[src/rtl/core_program_loader_pkg.sv]
// Shared constants, state encoding and header validation for the core program loader.
package core_program_loader_pkg;

    localparam logic [7:0]  LDR_MAGIC     = 8'hA5;
    localparam int unsigned LDR_MAX_INSTR = 1024;

    typedef enum logic [2:0] {
        LDR_HDR   = 3'd0,
        LDR_START = 3'd1,
        LDR_INSTR = 3'd2,
        LDR_REGS  = 3'd3,
        LDR_RUN   = 3'd4,
        LDR_ERR   = 3'd5
    } ldr_state_e;

    // Header is legal when the magic matches, at most x1..x31 are preloaded and ninstr fits.
    function automatic logic header_ok(input logic [31:0] hdr,
                                       input logic [7:0]  magic,
                                       input logic [16:0] max_instr);
        return (hdr[31:24] == magic) &&
               (hdr[23:16] <= 8'd31) &&
               ({1'b0, hdr[15:0]} <= max_instr);
    endfunction

endpackage

[src/rtl/core_program_loader.sv]
// Host-side loader: parses a framed word stream into instruction-RAM writes, register
// preloads and the PC start address, then releases the core from setup.
module core_program_loader
    import core_program_loader_pkg::*;
#(
    parameter logic [7:0]  MAGIC     = LDR_MAGIC,
    parameter int unsigned MAX_INSTR = LDR_MAX_INSTR
) (
    input  logic        clk,
    input  logic        rst_n,
    input  logic        s_valid,
    output logic        s_ready,
    input  logic [31:0] s_data,
    input  logic        reload,
    output logic        setup,
    output logic        inst_we,
    output logic [31:0] inst_mem_addr,
    output logic [31:0] inst_mem_data,
    output logic        load_reg_we,
    output logic [4:0]  load_reg_addr,
    output logic [31:0] load_reg_data,
    output logic [31:0] pc_start_addr,
    output logic        done,
    output logic        err
);

    localparam logic [16:0] MAX_INSTR_W = 17'(MAX_INSTR);

    ldr_state_e  state_r;
    ldr_state_e  state_next_s;
    logic        accept_s;
    logic        instr_last_s;
    logic        reg_last_s;

    logic [15:0] ninstr_r;
    logic [4:0]  nregs_r;
    logic [15:0] instr_idx_r;
    logic [4:0]  reg_idx_r;

    logic        s_ready_r;
    logic        setup_r;
    logic        done_r;
    logic        err_r;
    logic        inst_we_r;
    logic [31:0] inst_mem_addr_r;
    logic [31:0] inst_mem_data_r;
    logic        load_reg_we_r;
    logic [4:0]  load_reg_addr_r;
    logic [31:0] load_reg_data_r;
    logic [31:0] pc_start_addr_r;

    assign instr_last_s = (instr_idx_r == (ninstr_r - 16'd1));
    assign reg_last_s   = (reg_idx_r == (nregs_r - 5'd1));

    // Next-state logic; reload overrides any word presented in the same cycle.
    always_comb begin
        state_next_s = state_r;
        accept_s     = 1'b0;
        if (reload) begin
            state_next_s = LDR_HDR;
        end else begin
            accept_s = s_valid && s_ready_r;
            case (state_r)
                LDR_HDR: begin
                    if (accept_s) begin
                        state_next_s = header_ok(s_data, MAGIC, MAX_INSTR_W) ? LDR_START : LDR_ERR;
                    end else begin
                        state_next_s = LDR_HDR;
                    end
                end
                LDR_START: begin
                    if (!accept_s) begin
                        state_next_s = LDR_START;
                    end else if (s_data[1:0] != 2'b00) begin
                        state_next_s = LDR_ERR;
                    end else if (ninstr_r != 16'd0) begin
                        state_next_s = LDR_INSTR;
                    end else if (nregs_r != 5'd0) begin
                        state_next_s = LDR_REGS;
                    end else begin
                        state_next_s = LDR_RUN;
                    end
                end
                LDR_INSTR: begin
                    if (accept_s && instr_last_s) begin
                        state_next_s = (nregs_r != 5'd0) ? LDR_REGS : LDR_RUN;
                    end else begin
                        state_next_s = LDR_INSTR;
                    end
                end
                LDR_REGS: begin
                    if (accept_s && reg_last_s) begin
                        state_next_s = LDR_RUN;
                    end else begin
                        state_next_s = LDR_REGS;
                    end
                end
                LDR_RUN: state_next_s = LDR_RUN;
                LDR_ERR: state_next_s = LDR_ERR;
                default: state_next_s = LDR_ERR;
            endcase
        end
    end

    // State register.
    always_ff @(posedge clk or negedge rst_n) begin
        if (!rst_n) begin
            state_r <= LDR_HDR;
        end else begin
            state_r <= state_next_s;
        end
    end

    // Frame counts and per-section word counters.
    always_ff @(posedge clk or negedge rst_n) begin
        if (!rst_n) begin
            ninstr_r    <= 16'd0;
            nregs_r     <= 5'd0;
            instr_idx_r <= 16'd0;
            reg_idx_r   <= 5'd0;
        end else if (accept_s) begin
            case (state_r)
                LDR_HDR: begin
                    ninstr_r <= s_data[15:0];
                    nregs_r  <= s_data[20:16];
                end
                LDR_START: begin
                    instr_idx_r <= 16'd0;
                    reg_idx_r   <= 5'd0;
                end
                LDR_INSTR: instr_idx_r <= instr_idx_r + 16'd1;
                LDR_REGS:  reg_idx_r   <= reg_idx_r + 5'd1;
                default: begin
                    instr_idx_r <= instr_idx_r;
                end
            endcase
        end
    end

    // Registered control outputs; setup drops and done pulses one cycle after RUN is entered.
    always_ff @(posedge clk or negedge rst_n) begin
        if (!rst_n) begin
            s_ready_r <= 1'b1;
            setup_r   <= 1'b1;
            done_r    <= 1'b0;
            err_r     <= 1'b0;
        end else begin
            s_ready_r <= (state_next_s == LDR_HDR)   || (state_next_s == LDR_START) ||
                         (state_next_s == LDR_INSTR) || (state_next_s == LDR_REGS);
            setup_r   <= !((state_r == LDR_RUN) && (state_next_s == LDR_RUN));
            done_r    <= (state_r == LDR_RUN) && (state_next_s == LDR_RUN) && setup_r;
            err_r     <= (state_next_s == LDR_ERR);
        end
    end

    // Registered write strobes with their address/data; addr/data hold between strobes.
    always_ff @(posedge clk or negedge rst_n) begin
        if (!rst_n) begin
            inst_we_r       <= 1'b0;
            inst_mem_addr_r <= 32'd0;
            inst_mem_data_r <= 32'd0;
            load_reg_we_r   <= 1'b0;
            load_reg_addr_r <= 5'd0;
            load_reg_data_r <= 32'd0;
            pc_start_addr_r <= 32'd0;
        end else begin
            inst_we_r     <= accept_s && (state_r == LDR_INSTR);
            load_reg_we_r <= accept_s && (state_r == LDR_REGS);
            if (accept_s && (state_r == LDR_START)) begin
                pc_start_addr_r <= s_data;
            end else begin
                pc_start_addr_r <= pc_start_addr_r;
            end
            if (accept_s && (state_r == LDR_INSTR)) begin
                inst_mem_addr_r <= pc_start_addr_r + {14'd0, instr_idx_r, 2'b00};
                inst_mem_data_r <= s_data;
            end else begin
                inst_mem_addr_r <= inst_mem_addr_r;
            end
            if (accept_s && (state_r == LDR_REGS)) begin
                load_reg_addr_r <= reg_idx_r + 5'd1;
                load_reg_data_r <= s_data;
            end else begin
                load_reg_addr_r <= load_reg_addr_r;
            end
        end
    end

    assign s_ready       = s_ready_r;
    assign setup         = setup_r;
    assign done          = done_r;
    assign err           = err_r;
    assign inst_we       = inst_we_r;
    assign inst_mem_addr = inst_mem_addr_r;
    assign inst_mem_data = inst_mem_data_r;
    assign load_reg_we   = load_reg_we_r;
    assign load_reg_addr = load_reg_addr_r;
    assign load_reg_data = load_reg_data_r;
    assign pc_start_addr = pc_start_addr_r;

endmodule

[config.mk]
export PLATFORM = sky130hd
export DESIGN_NAME = core_program_loader
export DESIGN_NICKNAME = d
export VERILOG_FILES = /design/src/rtl/core_program_loader_pkg.sv /design/src/rtl/core_program_loader.sv
export SDC_FILE = /design/constraint.sdc
export NUM_CORES = 1
export LEC_CHECK = 0
export CAP_MARGIN = 20
export CORE_UTILIZATION = 52
export CTS_CLUSTER_SIZE = 40
export DETAILED_ROUTE_END_ITERATION = 10
export PLACE_DENSITY = 0.8
export SLEW_MARGIN = 20
export SYNTH_ARGS = -nofsm -noshare
export SYNTH_HDL_FRONTEND = slang
export SYNTH_SLANG_ARGS = --single-unit
[constraint.sdc]
create_clock -name clk -period 3.1 [get_ports clk]
set_clock_uncertainty 0.1 [all_clocks]
set_input_delay 0.31 -clock clk [delete_from_list [all_inputs] [get_ports clk]]
set_output_delay 0.31 -clock clk [all_outputs]
set_load 0.02 [all_outputs]
==> results.json <==
{
  "p_total_uw": 8205,
  "start_util_pct": 53.60,
  "relSlewSlack_pct": 35.51,
  "syn_area_per_cell_um2": 9.689,
  "synth-main-ff-cell": "dfrtp_1",
  "clock_latency_ns": 0.44,
  "chipHeight_um": 133.2,
  "status": "completed",
  "min_period_ns": 2.994,
  "cts_root_buffer": "clkbuf_16",
  "cts-buffers-inserted": 17,
  "syn_to_final_growth_pct": 31.17,
  "gp_congestion": 0.8968,
  "ys_seq_area_share_pct": 51.46,
  "crit_arrival_ns": 3.17,
  "crit_path_end_kind": "flop",
  "wl_per_cell_um": 18.19,
  "max_freq_mhz": 334.0,
  "io_pins": 175,
  "drcViolationCount": 0,
  "synth_seq_cells": 184,
  "crit_buf_inv": 0,
  "clock_sinks": 184,
  "grt_max_degree": 97,
  "clockBufferDepth": 2,
  "antenna_found_initial": 0,
  "required_ns": 3.27,
  "rows": 47,
  "vias": 7579,
  "wirelength_mm": 24.48,
  "die_x_um": 133.2,
  "hold_viol_final": 0,
  "cp-start-kind": "flop",
  "worst_pin_slew_ns": 0.9674,
  "drtIter0Drc": 456,
  "grt_usage_pct": 28.75,
  "drt_pass1_iterations": 5,
  "grt_overflow": 0,
  "cpPeakStageDelay_ns": 0.61,
  "holdCritPathClass": "flop to flop",
  "antenna_cells": 0,
  "die_area_um2": 17740,
  "grt_pass1_wl_mm": 39.23,
  "setup_ws_ns": 0.1056,
  "core_area_um2": 16700,
  "layout.nets": 1171,
  "setup_viol": 0,
  "drive_gt1_share_pct": 12.34,
  "crit_fanout": 6,
  "path_clk_slew_ns": 0.07,
  "p_per_area_nw_per_um2": 698.7,
  "pre_cts_ws_ns": 0.1113,
  "rsz0062_at_grt": "true",
  "synthDistinctLibCells": 64,
  "viasPerCell": 5.631,
  "drv_cap": 0,
  "final_cell_mix": "nand2_1 (269), dfrtp_1 (182), clkdlybuf4s50_1 (173), mux2_2 (52), o21ai_0 (51)",
  "cts_tree": "built",
  "maxSlewViolCount": 0,
  "ant_nets": 0,
  "path_cells": "ha_1, a211o_1, o211ai_1, or4b_2, o21ai_1, o211ai_1, nand4_1, xor2_1, o21ai_0",
  "cp_slowest_cell": "or4b_2",
  "synth_edf_count": 0,
  "grt_pass1_vias": 7340,
  "final_common_cell": "nand2_1",
  "ys_warn_count": 0,
  "crit_type": "flop to flop",
  "syn_area_um2": 8952,
  "syn_nets": 982,
  "fin_crit_sh_pct": 96.59,
  "path_delay_family": "compound AO/OA/AOI/OAI gates",
  "p_leak_uw": 0.005446,
  "htree_levels": 4,
  "async_flop_share_pct": 100.0,
  "syn-instance-count": 924,
  "cp_common_cell": "o211ai_1",
  "port_buffers": 174,
  "dpl.hpwl_mm": 17.60,
  "ir_drop_mv": 0.4508
}
## flip-flops by register name (all words and copies together), names as in the netlist
signal,cells
ninstr_r,16
done,1
setup,1
instr_idx_r,16
pc_start_addr,32
s_ready,1
inst_mem_addr,32
reg_idx_r,5
nregs_r,5
err,1
inst_we,1
inst_mem_data,32
load_reg_addr,5
load_reg_data,32
load_reg_we,1
state_r,3
## per-layer routing
| metal | GRT usage [%] | up-vias | wire length [µm] |
|---|---|---|---|
| met5 | 0 | - | 0 |
| met4 | 11.62 | 0 | 701 |
| met3 | 4.642 | 54 | 1456 |
| met2 | 46.13 | 304 | 11740 |
| met1 | 39.18 | 3685 | 10580 |
| li1 | - | 3536 | - |
## repair_timing
action / in CTS / in global routing
endpoints found under the setup margin: 0 / 8
gates resized for setup: 0 / 3
hold buffers: 1 / 0
buffers inserted: 0 / 1
endpoints found under the hold margin: 77 / 0
## worst register-to-register path, cell delays in order (launching register included)
cell and delay [ns]:
dfrtp_1 0.41, ha_1 0.37, a211o_1 0.32, o211ai_1 0.11
or4b_2 0.61, o21ai_1 0.18, o211ai_1 0.26, nand4_1 0.21
xor2_1 0.17, o21ai_0 0.10
## synth_stat cells (all sizes together) (6+ instances only)
library cell / n / area share [%]
nor4: 10 / 0.94
and3: 11 / 0.77
dfrtp: 182 / 51
xor2: 38 / 3.7
buf: 6 / 0.28
inv: 17 / 0.71
xnor2: 25 / 2.4
nor3: 19 / 1.1
nor2: 37 / 1.6
clkbuf: 34 / 1.4
a21oi: 17 / 0.95
o211ai: 11 / 0.92
nand3: 21 / 1.2
mux2: 52 / 6.5
a21o: 6 / 0.50
nand4: 10 / 0.70
o21ai: 52 / 2.9
ha: 21 / 2.9
nand2: 269 / 11
## through the flow
stage	area, µm²	util, %	TNS [ns]	std cells	hold WS [ns]
global route	11740	70.31	-0.05629	1346	0.3906
global placement	11110	66.50	0	1312	0.3060
CTS	11730	70.22	0	1345	0.3777
floorplan	8952	-	0	924	-0.08559
detailed placement	11110	66.50	0	1312	0.3084
finish	11740	70.31	0	1346	0.3739
## cells by family (layout without fill, tap and decap cells)
group / Yosys count / after routing / share of synthesized area, %
compound gates: 130 / 130 / 9.560
mux: 53 / 53 / 6.653
fa+ha+maj: 22 / 22 / 3.159
flops: 184 / 184 / 51.46
xor+xnor: 63 / 63 / 6.164
buf+inv: 58 / 260 / 2.460
simple gates: 414 / 414 / 20.55
## report_power, final
part | leakage (µW) | internal [µW] | switching (µW) | total (µW)
Clock | 0.000298 | 1260 | 998 | 2260
Sequential | 0.00244 | 2840 | 500 | 3340
Combinational | 0.00271 | 1270 | 1340 | 2610
Total | 0.00545 | 5360 | 2840 | 8200
## worst paths after layout
path / to / startpoint / slack (ns) / cells past startpoint
worst max-delay path: inst_mem_addr[31] / pc_start_addr[8] / 0.11 / 9
worst max register to register: inst_mem_addr[31] / pc_start_addr[8] / 0.11 / 9
worst min-delay path: inst_mem_data[24] / inst_mem_data[24] / 0.37 / 2
worst min register to register: inst_mem_data[24] / inst_mem_data[24] / 0.37 / 2
min in group asynchronous: load_reg_we / rst_n / 0.38 / 2
max in group asynchronous: s_ready / rst_n / 1.71 / 3
## cell type report
type,instances,area (µm²)
multi-input combinational,682,4141
timing repair buffer,210,2041
tap,220,275.3
clock buffer,20,456.7
fill,1285,4959
inverter,18,67.56
sequential,184,4607
clock inverter,12,153.9
Power figures use the tool's default switching activity.
